`src/rtl/hazard_ctrl.sv`:
```
// Pipeline control for the 5-stage core: tracks EX/MEM/WB occupancy and derives
// stall/flush enables, load-use bubbles, registered forwarding selects and the memory hold.
module hazard_ctrl #(
   parameter int RA_W    = 5,
   parameter int FWD_EN  = 1,
   parameter int MEM_LAT = 1
) (
   input  logic            i_clk,
   input  logic            i_resetn,
   input  logic            i_id_valid,
   input  logic [RA_W-1:0] i_id_rs1,
   input  logic [RA_W-1:0] i_id_rs2,
   input  logic            i_id_uses_rs1,
   input  logic            i_id_uses_rs2,
   input  logic [RA_W-1:0] i_id_rd,
   input  logic            i_id_reg_write,
   input  logic            i_id_mem_read,
   input  logic            i_id_mem_write,
   input  logic            i_mem_branch_taken,
   output logic            o_pc_stall,
   output logic            o_ifid_stall,
   output logic            o_ifid_flush,
   output logic            o_idex_flush,
   output logic            o_exmem_flush,
   output logic            o_hold,
   output logic [1:0]      o_fwd_a,
   output logic [1:0]      o_fwd_b,
   output logic            o_ex_valid,
   output logic            o_mem_valid,
   output logic            o_wb_valid
);

   typedef enum logic [1:0] {
      FWD_IDEX  = 2'b00,
      FWD_EXMEM = 2'b01,
      FWD_MEMWB = 2'b10
   } fwd_sel_e;

   localparam logic [3:0] LAT_M1 = 4'(MEM_LAT - 1);

   logic            r_ex_valid;
   logic [RA_W-1:0] r_ex_rd;
   logic            r_ex_rw;
   logic            r_ex_mem_rd;
   logic            r_ex_mem_op;
   logic            r_mem_valid;
   logic [RA_W-1:0] r_mem_rd;
   logic            r_mem_rw;
   logic            r_wb_valid;
   logic [3:0]      r_cnt;
   fwd_sel_e        r_fwd_a;
   fwd_sel_e        r_fwd_b;

   logic     w_hold;
   logic     w_ex_a;
   logic     w_ex_b;
   logic     w_mem_a;
   logic     w_mem_b;
   logic     w_raw_ex;
   logic     w_raw_mem;
   logic     w_load_use;
   logic     w_branch;
   logic     w_stall;
   logic     w_idex_flush;
   logic     w_adv;
   logic     w_mem_enter;
   fwd_sel_e w_fwd_a_nxt;
   fwd_sel_e w_fwd_b_nxt;

   assign w_hold = (r_cnt != '0);
   assign w_adv  = ~w_hold;

   // x0 is hard-wired, so a write to it never creates a dependency
   assign w_ex_a  = i_id_valid & i_id_uses_rs1 & (i_id_rs1 != '0) &
                    r_ex_valid & r_ex_rw & (r_ex_rd == i_id_rs1);
   assign w_ex_b  = i_id_valid & i_id_uses_rs2 & (i_id_rs2 != '0) &
                    r_ex_valid & r_ex_rw & (r_ex_rd == i_id_rs2);
   assign w_mem_a = i_id_valid & i_id_uses_rs1 & (i_id_rs1 != '0) &
                    r_mem_valid & r_mem_rw & (r_mem_rd == i_id_rs1);
   assign w_mem_b = i_id_valid & i_id_uses_rs2 & (i_id_rs2 != '0) &
                    r_mem_valid & r_mem_rw & (r_mem_rd == i_id_rs2);

   assign w_raw_ex  = w_ex_a | w_ex_b;
   assign w_raw_mem = w_mem_a | w_mem_b;

   // Without forwarding the write-through regfile still covers the WB distance
   assign w_load_use = (FWD_EN != 0) ? (w_raw_ex & r_ex_mem_rd)
                                     : (w_raw_ex | w_raw_mem);

   assign w_branch     = i_mem_branch_taken & w_adv;
   assign w_stall      = w_load_use & ~w_branch & w_adv;
   assign w_idex_flush = w_branch | w_stall;
   assign w_mem_enter  = w_adv & r_ex_valid & r_ex_mem_op & ~w_branch;

   always_comb begin
      w_fwd_a_nxt = FWD_IDEX;
      w_fwd_b_nxt = FWD_IDEX;
      if ((FWD_EN != 0) && !w_idex_flush) begin
         if (w_ex_a)       w_fwd_a_nxt = FWD_EXMEM;
         else if (w_mem_a) w_fwd_a_nxt = FWD_MEMWB;
         if (w_ex_b)       w_fwd_b_nxt = FWD_EXMEM;
         else if (w_mem_b) w_fwd_b_nxt = FWD_MEMWB;
      end
   end

   always_ff @(posedge i_clk or negedge i_resetn) begin
      if (!i_resetn) begin
         r_ex_valid  <= 1'b0;
         r_ex_rd     <= '0;
         r_ex_rw     <= 1'b0;
         r_ex_mem_rd <= 1'b0;
         r_ex_mem_op <= 1'b0;
         r_mem_valid <= 1'b0;
         r_mem_rd    <= '0;
         r_mem_rw    <= 1'b0;
         r_wb_valid  <= 1'b0;
         r_fwd_a     <= FWD_IDEX;
         r_fwd_b     <= FWD_IDEX;
      end else if (w_adv) begin
         r_ex_valid  <= i_id_valid & ~w_idex_flush;
         r_ex_rd     <= i_id_rd;
         r_ex_rw     <= i_id_reg_write;
         r_ex_mem_rd <= i_id_mem_read;
         r_ex_mem_op <= i_id_mem_read | i_id_mem_write;
         r_mem_valid <= r_ex_valid & ~w_branch;
         r_mem_rd    <= r_ex_rd;
         r_mem_rw    <= r_ex_rw;
         r_wb_valid  <= r_mem_valid;
         r_fwd_a     <= w_fwd_a_nxt;
         r_fwd_b     <= w_fwd_b_nxt;
      end
   end

   always_ff @(posedge i_clk or negedge i_resetn) begin
      if (!i_resetn) begin
         r_cnt <= '0;
      end else if (w_mem_enter) begin
         r_cnt <= LAT_M1;
      end else if (w_hold) begin
         r_cnt <= r_cnt - 4'd1;
      end
   end

   // Combinational enables are forced low while reset is asserted
   always_comb begin
      o_pc_stall    = i_resetn & w_stall;
      o_ifid_stall  = i_resetn & w_stall;
      o_ifid_flush  = i_resetn & w_branch;
      o_idex_flush  = i_resetn & w_idex_flush;
      o_exmem_flush = i_resetn & w_branch;
      o_hold        = w_hold;
   end

   assign o_fwd_a     = r_fwd_a;
   assign o_fwd_b     = r_fwd_b;
   assign o_ex_valid  = r_ex_valid;
   assign o_mem_valid = r_mem_valid;
   assign o_wb_valid  = r_wb_valid;

endmodule

```
`config.mk`:
```
export PLATFORM = sky130hd
export DESIGN_NAME = hazard_ctrl
export DESIGN_NICKNAME = d
export VERILOG_FILES = /design/src/rtl/hazard_ctrl.sv
export SDC_FILE = /design/constraint.sdc
export NUM_CORES = 1
export LEC_CHECK = 0
export BUFFER_PORTS_ARGS = -buffer_cell sky130_fd_sc_hd__buf_4
export CAP_MARGIN = 20
export CORE_AREA = 2 2 55 57
export CTS_CLUSTER_SIZE = 14
export DETAILED_ROUTE_END_ITERATION = 12
export DIE_AREA = 0 0 57 59
export PLACE_DENSITY = 0.75
export SLEW_MARGIN = 10
export SYNTH_ARGS = -nofsm -noshare
export SYNTH_HDL_FRONTEND = slang
export SYNTH_SLANG_ARGS = --single-unit
```
`constraint.sdc`:
```
create_clock -name i_clk -period 2.63 [get_ports i_clk]
set_clock_uncertainty 0.2 [all_clocks]
set_input_delay 0.263 -clock i_clk [delete_from_list [all_inputs] [get_ports i_clk]]
set_output_delay 0.263 -clock i_clk [all_outputs]
set_load 0.01 [all_outputs]
```
==> results.md, run 1 <==
* Status: complete, no violations
* Post-synth EDFFs at 0
* Rel. slew slack at 76.8%
* Pin count of the biggest net entering global routing at 27
* Startpoint Class: flip-flop
* Core ar. at 2710 um2
* Number of unique standard cell types used by synthesis at 25
* Std-Cell Rows at 19
* Hold worst-path end: o_fwd_a[0]
* HPWL after detailed placement at between 2 and 2.5 mm
* GRT overflow at 0
* Post-Syn Area at 1350 um2
* Final hold vios at 0
* Clock-pin slew on the worst setup and hold paths at ~0.13 ns
* Die Area at ~3400 um2
* Hold Crit Depth at 4
* CP delay by family, top: simple AND/OR/NAND/NOR gates
* GRT Overall Usage at between 10% and 20%
* Cts bufs inserted at 3
* FF+latch count, synth at 25
* Hold Path Class: in2reg
* Root buf cell: clkbuf_4
* Mean Syn Cell Area at approximately 9 um2
* DRC at 0
* Crit path max-delay cell type: dfrtp_1
* Final cycle utilization of the critical path at 94.2%
* Number of DRC markers in iteration 0 at 43
* Clock latency at the later pin of the worst-skew pair at just over 0.3 ns
* Critical path, cell by cell: xnor2_1 -> nand4_1 -> nor4_4 -> o21ai_1 -> nor3_2 -> buf_4
* Hold Crit Start: i_mem_branch_taken
* Max_cap viols at 0
* Gate Count Post-Synth at about 150
* Post-CTS setup buffer count at 0
* RR Startpoint: r_cnt[0]
* Setup tns final at 0 ns
* Routability congestion estimate at 0.931
* CTS tree: yes
* Fmax at 404 MHz
* CP arrival at ~2.0 ns
* H-tree depth at 1
* WP buf/inv at 1
* Area delta synth->final at 32.2%
* Total power draw at between 600 and 700 uW
* Vias/cell at 5.25
* Setup crit end kind: primary output
* Starting density of the core at 49.6%
* First-pass GRT wire length at 5.13 mm
* Final Instance Count excl. Fillers at 225
* Clock Path Buffers at 2
* RSZ-0062 raised after global routing: no
* Post-layout min period at 2.48 ns
* Clock Sink Count at 25
* YS warnings at 0
* Asr flop ratio synth at 100%
* Net Count, Synth at 175
* Final ANT Viol Nets at 0
* Ant diodes at 0
* Vias in the first global route at 1114
* Peak supply drop at 0.000293 V
* Final slew viol count at 0
* R2R Path End: o_fwd_a[1]
* Power Density at about 400 nW/um2
* Die height at 59 um
* Drt first pass iters at 4
* Chip Width at 57 um
* Per-cell routed wire length at between 10 and 15 um
* Critical path's largest stage delay at around 0.48 ns
* Inst Count DP at 212
* Layout Nets at ~220
* Reg2reg setup slack at 0.47 ns
* Antenna violations before repair at 0
* R2R depth at 8
* Setup violators final at 0
* Slew @ Worst Pin at roughly 0.35 ns
* # IOs at 37
* CP Data Required Time at around 2.2 ns
* Total routed wirelength at 3.11 mm
* PortBufs at 36
* Share of cells above drive strength 1 at 25.3%
* Crit Path Max Fanout at 4
* P_leak at 0.000894 uW
* Via Count at 1182
* Register area share after synthesis at a little under half
* Main synth FF type: dfrtp_1
* Worst setup path class: reg2out
[how the worst max path moves through the flow]
stage	start	end	slack, ns	cells after the start
final	r_ex_rd[1]	o_ifid_stall	0.15	6
after global routing	r_cnt[0]	o_ifid_flush	0.008	7
after CTS	r_ex_rd[3]	o_ifid_stall	0.03	6
after detailed placement	r_ex_rd[3]	o_ifid_stall	0.24	6
after global placement	r_ex_rd[3]	o_ifid_stall	0.34	6
after floorplan	r_ex_rd[2]	o_pc_stall	0.30	6
[cell usage after synthesis, types with 2 or more instances]
cell type   n  area [um2]
nand2_1    55         206
dfrtp_1    25         626
xnor2_1    13         114
xor2_1      8        70.1
nor3_1      5        25.0
inv_1       4        15.0
nand4_1     4        25.0
o21ai_0     4        20.0
a21o_1      3        22.5
clkbuf_1    3        11.3
nand3_1     3        15.0
nor2_1      3        11.3
a2111oi_2   2        30.0
buf_4       2        15.0
ha_1        2        25.0
nor4_2      2        25.0
o211ai_2    2        25.0
or4_1       2        15.0
[state kept, by name, summed over array words and instances (netlist names), 2 cells and up]
name and count:
r_cnt 4, r_mem_rd 5, o_fwd_b 2, o_fwd_a 2
r_ex_rd 5
[cell usage in the layout, fill, tap and decap left out, drive strengths merged, types with 2 or more instances in the layout]
cell type	count
o211ai	2
nand3	3
dfrtp	25
buf	38
xor2	8
xnor2	13
a2111oi	2
nand2	55
o21ai	4
ha	2
nor3	5
clkbuf	4
inv	4
nand4	4
or4	2
a21o	3
nor4	2
dlygate4sd3	9
nor2	3
[layer usage]
metal  part of all wire, %  track usage (%)  wire, um  vias to the layer above
li1                      -                -         -                      578
met3                   4.7             3.28       145                        2
met4                   1.0             7.64        31                        0
met2                    51             32.2      1590                       33
met5                     0                0         0                        -
met1                    43             27.3      1340                      569
[worst register-to-register path, cell delays in order, from the launching register on]
cell	delay (ns)
dfrtp_1	0.43
inv_1	0.08
ha_1	0.17
nor3b_2	0.19
inv_1	0.08
nor3_1	0.27
nand4_1	0.18
a2111oi_2	0.40
a21o_1	0.12
[stage by stage]
stage          hold WS, ns  setup WS, ns  util, %  area [um2]
6_report            0.0577         0.152     65.6        1780
3_3_place_gp       -0.0178         0.337     60.5        1640
4_1_cts             0.0463        0.0324     65.4        1770
3_5_place_dp       -0.0140         0.235     60.5        1640
2_1_floorplan       -0.233         0.297        -        1350
5_1_grt             0.0601       0.00757     65.6        1780
[timing repair]
item / 4_1_cts / 5_1_grt
endpoints found under the hold margin: 33 / 0
pin swaps: 0 / 1
cloned: 0 / 0
setup endpoints to repair: 3 / 2
resized for setup: 3 / 1
hold buffers: 9 / 0
[power by group]
part / internal, uW / switching (uW)
Combinational: 62.5 / 53.7
Sequential: 397 / 16.2
Clock: 59.2 / 110
[kinds of logic after synthesis]
family / after synthesis / share of synthesized area [%]
adders and majority gates: 2 / 1.86
xor gates and xnor gates: 21 / 13.7
AOI/OAI and AO/OA: 14 / 8.74
DFF: 25 / 46.5
and+or+nand+nor: 77 / 25.9
buffers and inverters: 10 / 3.35
[cell type report]
class                      instances  area [um2]
fill                             232         932
multi-input combinational        114         697
sequential                        25         626
timing repair buffer              47         375
tap                               31        38.8
clock buffer                       4        26.3
inverter                           4        15.0
No activity file was read; power rests on OpenSTA's default activity.
==> inputs of run 2 (changes only) <==
CORE_AREA = 2 2 70 72   (was 2 2 55 57)
DIE_AREA = 0 0 72 74   (was 0 0 57 59)
PLACE_DENSITY = unset   (was 0.75)
REMOVE_ABC_BUFFERS = 1   (was unset)
==> run 2 against run 1 <==
  * Combinational power hardly changed
  * Setup slack better by 0.013 ns
  * Die area is 58% higher
  * Power is 7.7% higher
  * Clock-buffer cell count is 1 lower
  * Sequential share of layout area is 0.54 points lower
  * Largest cell class unchanged
  * Final cell count is 9.3% higher
  * Fmax is 0.54% higher
==> results.md, run 2 (synthesized netlist as in run 1, its figures left out) <==
* Status: complete, no violations
* Chip Width at about 70 um
* Startpoint Class: flip-flop
* Final cycle utilization of the critical path at 93.7%
* Final core utilization at about two fifths
* R2R Path End: o_fwd_a[1]
* PortBufs at 36
* Per-cell routed wire length at 12.4 um
* Die Area at 5330 um2
* Starting density of the core at 29.3%
* H-tree depth at 1
* CP delay by family, top: simple AND/OR/NAND/NOR gates
* P_leak at 0.000898 uW
* Die height at roughly 74 um
* Hold Crit Start: i_id_mem_read
* Slew @ Worst Pin at roughly 0.35 ns
* Gr busiest metal: met2
* Rel. slew slack at 76.4%
* Clock latency at the later pin of the worst-skew pair at 0.27 ns
* WP buf/inv at 1
* Setup crit end kind: primary output
* Root buf cell: clkbuf_8
* R2R depth at 8
* Critical Path Stages at 6
* GRT met1 Usage at about 16%
* Clock power share at 30.2%
* Peak supply drop at 0.000142 V
* Total routed wirelength at 3.05 mm
* Via Count at between 1000 and 1500
* Dpl cell area at 1670 um2
* Clock Path Buffers at 2
* Area delta synth->final at 34.2%
* # IOs at 37
* Drt first pass iters at 4
* Hold Crit Depth at 3
* GRT Overall Usage at 11.9%
* Antenna violations before repair at 0
* Power Density at 417 nW/um2
* Ant diodes at 0
* Hold worst-path end: r_ex_mem_rd
* Crit path max-delay cell type: dfrtp_1
* Routability congestion estimate at ~0.91
* CP Data Required Time at 2.17 ns
* Final ANT Viol Nets at 0
* Final hold vios at 0
* Hold Path Class: in2reg
* Crit Path Max Fanout at 4
* Cts bufs inserted at 3
* Critical path, cell by cell: xnor2_1 -> nand4_1 -> nor4_4 -> o21ai_1 -> nor3_1 -> buf_4
* Critical path's largest stage delay at 0.44 ns
* Pin count of the biggest net entering global routing at 27
* Vias in the first global route at 1048
* Final slew viol count at 0
* Core ar. at 4600 um2
* Largest registers: r_ex_rd (5), r_mem_rd (5), r_cnt (4)
* Share of cells above drive strength 1 at approximately a quarter
* Sw frac at 25.1%
* RR Startpoint: r_cnt[0]
* Worst setup path class: reg2out
* Std-Cell Rows at 25
* Met3 usage at around 2.3%
* Clock-pin slew on the worst setup and hold paths at 0.09 ns
* Layout Nets at 219
* Critical path launch point: r_ex_rd[0]
* Most frequent cells in the layout: 55 x nand2_1, 37 x buf_4, 25 x dfrtp_1
* Sequential Power Share at 54.7%
* Clock Sink Count at 25
* Fmax at 406 MHz
* Comb power frac at between 10% and 20%
* Int Power at 563 uW
* Net Switching at about 190 uW
* First-pass GRT wire length at approximately 5.0 mm
* Fin area at about 1800 um2
* Reg2reg setup slack at 0.47 ns
* CP arrival at 2.00 ns
* DRC at 0
* HPWL after detailed placement at about 2.2 mm
* Post-layout min period at 2.46 ns
* GRT overflow at 0
* Commonest non-fill, non-tap cell in the layout: nand2_1
* Number of DRC markers in iteration 0 at 21
* Vias/cell at 4.59
* Setup violators final at 0
* CTS tree: yes
* RSZ-0062 raised after global routing: no
* Max_cap viols at 0
* Grt met2 use at roughly a fifth
* Hold slack at 0.0137 ns
## run 2: changes by cell type in the layout (fill, tap and decap cells not counted), sizes merged
| cell | before | now |
|---|---|---|
| clkbuf | 4 | 3 |
| dlygate4sd3 | 9 | 7 |
| clkinv | 0 | 1 |
## run 2: how the worst max path moves through the flow
stage | slack (ns) | end
floorplan | -0.37 | o_fwd_a[1]
global placement | 0.18 | o_ifid_stall
detailed placement | 0.20 | o_ifid_stall
CTS | 0.03 | o_ifid_stall
global route | 0.004 | o_ifid_stall
finish | 0.17 | o_ifid_stall
## run 2: area by class of cell
class	instances	area, um2
Timing Repair Buffer	45	359
Multi-Input combinational cell	114	692
Fill cell	467	2790
Sequential cell	25	626
Inverter	4	15.0
Clock inverter	1	5.00
Clock buffer	3	41.3
Tap cell	54	67.6
## run 2: repair_timing
item | CTS | global route
hold buffers | 7 | 0
setup buffers | 0 | 0
hold endpoints to repair | 31 | 0
endpoints found under the setup margin | 3 | 2
gates resized for setup | 2 | 2
pin swaps | 0 | 2
## run 2: power groups by stage
stage,sequential [uW],combinational (uW),clock (uW)
after floorplan,417,44.8,0
after global placement,419,103,0
after global routing,414,126,252
after CTS,412,113,237
after detailed placement,419,103,0
final,412,113,227
## run 2: worst min-delay path, delay by kind of cell
family                 cells  cell delay, ns
buffers and inverters      1            0.09
and+or+nand+nor            2            0.10
## run 2: per-stage QoR
stage	total power, uW	std cells	worst slack (ns)	TNS (ns)
after floorplan	462	143	-0.371	-0.615
after global placement	522	235	0.184	0
after detailed placement	523	235	0.199	0
after CTS	763	246	0.0258	0
after global routing	792	246	0.00375	0
final	752	246	0.166	0
## run 2: per-layer routing
metal | up-vias | share of wire [%] | routed length (um)
li1 | 577 | - | -
met1 | 531 | 45 | 1380
met2 | 19 | 50 | 1520
met3 | 2 | 3.9 | 120
met4 | 0 | 0.79 | 24
met5 | - | 0 | 0
==> inputs of run 3 (changes only) <==
--- a/config.mk
+++ b/config.mk
@@ -17,2 +17,3 @@
 export SYNTH_HDL_FRONTEND = slang
 export SYNTH_SLANG_ARGS = --single-unit
+export TNS_END_PERCENT = 50
==> constraint.sdc (replaced) <==
create_clock -name i_clk -period 2.25 [get_ports i_clk]
set_clock_uncertainty 0.2 [all_clocks]
set_input_delay 0.225 -clock i_clk [delete_from_list [all_inputs] [get_ports i_clk]]
set_output_delay 0.225 -clock i_clk [all_outputs]
set_load 0.005 [all_outputs]
==> run 3 against run 2 <==
  * Final cell count up 5.7%
  * First-iteration DRC count up 62%
  * Non-clock buffer count up 14
  * Die area unchanged
  * Register-to-register slack worse by 0.28 ns
  * Sequential cell count unchanged
  * Sequential share of layout area down 2.8 points
  * Hold slack better by 0.083 ns
  * Wire length up 5.8%
  * Clock-buffer cell count unchanged
==> results.md, run 3 (synthesized netlist as in run 1, its figures left out) <==
* Total routed wirelength at 3.23 mm
* GRT overflow at 0
* Antenna violations before repair at 0
* Critical path launch point: i_id_rs1[1]
* Final core utilization at around 43%
* Area delta synth->final at 45.9%
* Clock power share at 30.6%
* Clock-pin slew on the worst setup and hold paths at approximately 0.09 ns
* Most frequent cells in the layout: 54 x nand2_1, 48 x buf_4, 25 x dfrtp_1
* Clock Path Buffers at 2
* RSZ-0062 raised after global routing: yes
* RR Startpoint: r_cnt[1]
* Peak supply drop at 0.000199 V
* Critical path, cell by cell: buf_4 -> or4_1 -> o211ai_2 -> nor4_4 -> o21ai_2 -> a21oi_1 -> buf_4
* Comb power frac at 15.7%
* Die Area at around 5300 um2
* Crit Path Max Fanout at 3
* CP arrival at 1.76 ns
* Core ar. at 4600 um2
* CTS tree: yes
* Sequential Power Share at 53.7%
* Startpoint Class: input pin
* # IOs at 37
* Routability congestion estimate at 0.853
* Fin worst setup slack at 0.0635 ns
* Per-cell routed wire length at 12.4 um
* Fmax at 457 MHz
* Pre-CTS setup slack at 0.111 ns
* Largest registers: r_ex_rd (5), r_mem_rd (5), r_cnt (4)
* Final slew viol count at 0
* CP delay by family, top: simple AND/OR/NAND/NOR gates
* First-pass GRT wire length at approximately 5.2 mm
* Vias in the first global route at 1130
* Final hold vios at 0
* DRC at 0
* Worst setup path class: in2out
* HPWL after detailed placement at 2.30 mm
* Int Power at 666 uW
* Hold Path Class: in2reg
* Sw frac at 25.6%
* Vias/cell at 4.45
* Fin area at 1960 um2
* Via Count at approximately 1200
* CP Data Required Time at 1.82 ns
* Post-layout min period at around 2.2 ns
* Commonest non-fill, non-tap cell in the layout: nand2_1
* Root buf cell: clkbuf_8
* # fillers at 456
* Hold Crit Start: i_mem_branch_taken
* GRT Overall Usage at about 12%
* Max_cap viols at 0
* Inst Count DP at 238
* Clock latency at the later pin of the worst-skew pair at 0.27 ns
* Dpl cell area at approximately 1700 um2
* Net Switching at ~230 uW
* Reg2reg setup slack at 0.19 ns
* Setup violators final at 0
* Pin count of the biggest net entering global routing at 27
* Rel. slew slack at 77.6%
* Crit path max-delay cell type: or4_1
* Drt first pass iters at 4
* Slew @ Worst Pin at 0.335 ns
* Final Instance Count excl. Fillers at 260
* WP buf/inv at 2
* PortBufs at 36
* Cts bufs inserted at 3
* Final cycle utilization of the critical path at about 97%
* Layout Nets at 233
* Clock Sink Count at 25
* Critical path's largest stage delay at 0.55 ns
* Die height at 74 um
* H-tree depth at 1
* Share of cells above drive strength 1 at 33.0%
* Std-Cell Rows at 25
* Power Density at 456 nW/um2
* Setup crit end kind: primary output
* P_leak at 0.000967 uW
* Total power draw at 895 uW
* Ant diodes at 0
* Number of DRC markers in iteration 0 at 34
* Status: complete, no violations
* Chip Width at roughly 72 um
* Starting density of the core at 29.3%
* Final ANT Viol Nets at 0
* Crit path top cell by count: buf_4
[run 3: metrics by stage]
step / hold slack, ns / TNS (ns)
detailed placement: -0.0479 / 0
floorplan: -0.271 / -3.86
global placement: -0.0479 / 0
finish: 0.0964 / 0
global route: 0.0963 / -0.0389
CTS: 0.0840 / 0
[run 3: layout make-up]
type / count / area, um2 / area share, %
Clock buffer: 3 / 41.3 / 2.10
Inverter: 4 / 15.0 / 0.765
Clock inverter: 1 / 7.51 / 0.383
Tap cell: 54 / 67.6 / 3.44
Multi-Input combinational cell: 114 / 738 / 37.6
Timing Repair Buffer: 59 / 467 / 23.8
Sequential cell: 25 / 626 / 31.9
[run 3: final timing paths]
kind / end / cells after the start
setup / recovery: o_idex_flush / 7
hold / removal: o_fwd_a[0] / 4
setup reg to reg: o_fwd_a[1] / 8
hold reg to reg: r_ex_mem_op / 2
max in group asynchronous: r_mem_rd[0] / 2
min in group asynchronous: o_wb_valid / 2
[run 3: worst reg2reg max path, stage by stage, from the launching register on]
cell	delay, ns
dfrtp_1	0.39
inv_1	0.08
ha_2	0.19
nor3b_4	0.25
inv_1	0.10
nor3_2	0.15
nand4_1	0.18
a2111oi_4	0.35
a21o_1	0.11
[run 3: power groups by stage]
stage	logic [uW]	registers, uW	clock network [uW]
2_1_floorplan	51.3	487	0
3_3_place_gp	121	490	0
3_5_place_dp	119	490	0
4_1_cts	139	480	285
5_1_grt	155	483	299
6_report	141	480	274
[run 3: metal layers]
metal  wire length (um)  global-route usage, %  part of all wire, %
met1               1490                   16.2                   46
met2               1600                   21.1                   50
met3                 95                   2.03                  2.9
met4                 42                   4.40                  1.3
met5                  0                      0                    0
[run 3: what timing repair did]
item                                   in CTS  in global routing
setup buffers                               4                  5
hold buffers                                9                  0
pin swaps                                   6                  5
cloned                                      1                  0
resized for setup                           5                  9
setup endpoints to repair                   5                  7
endpoints found under the hold margin      33                  0
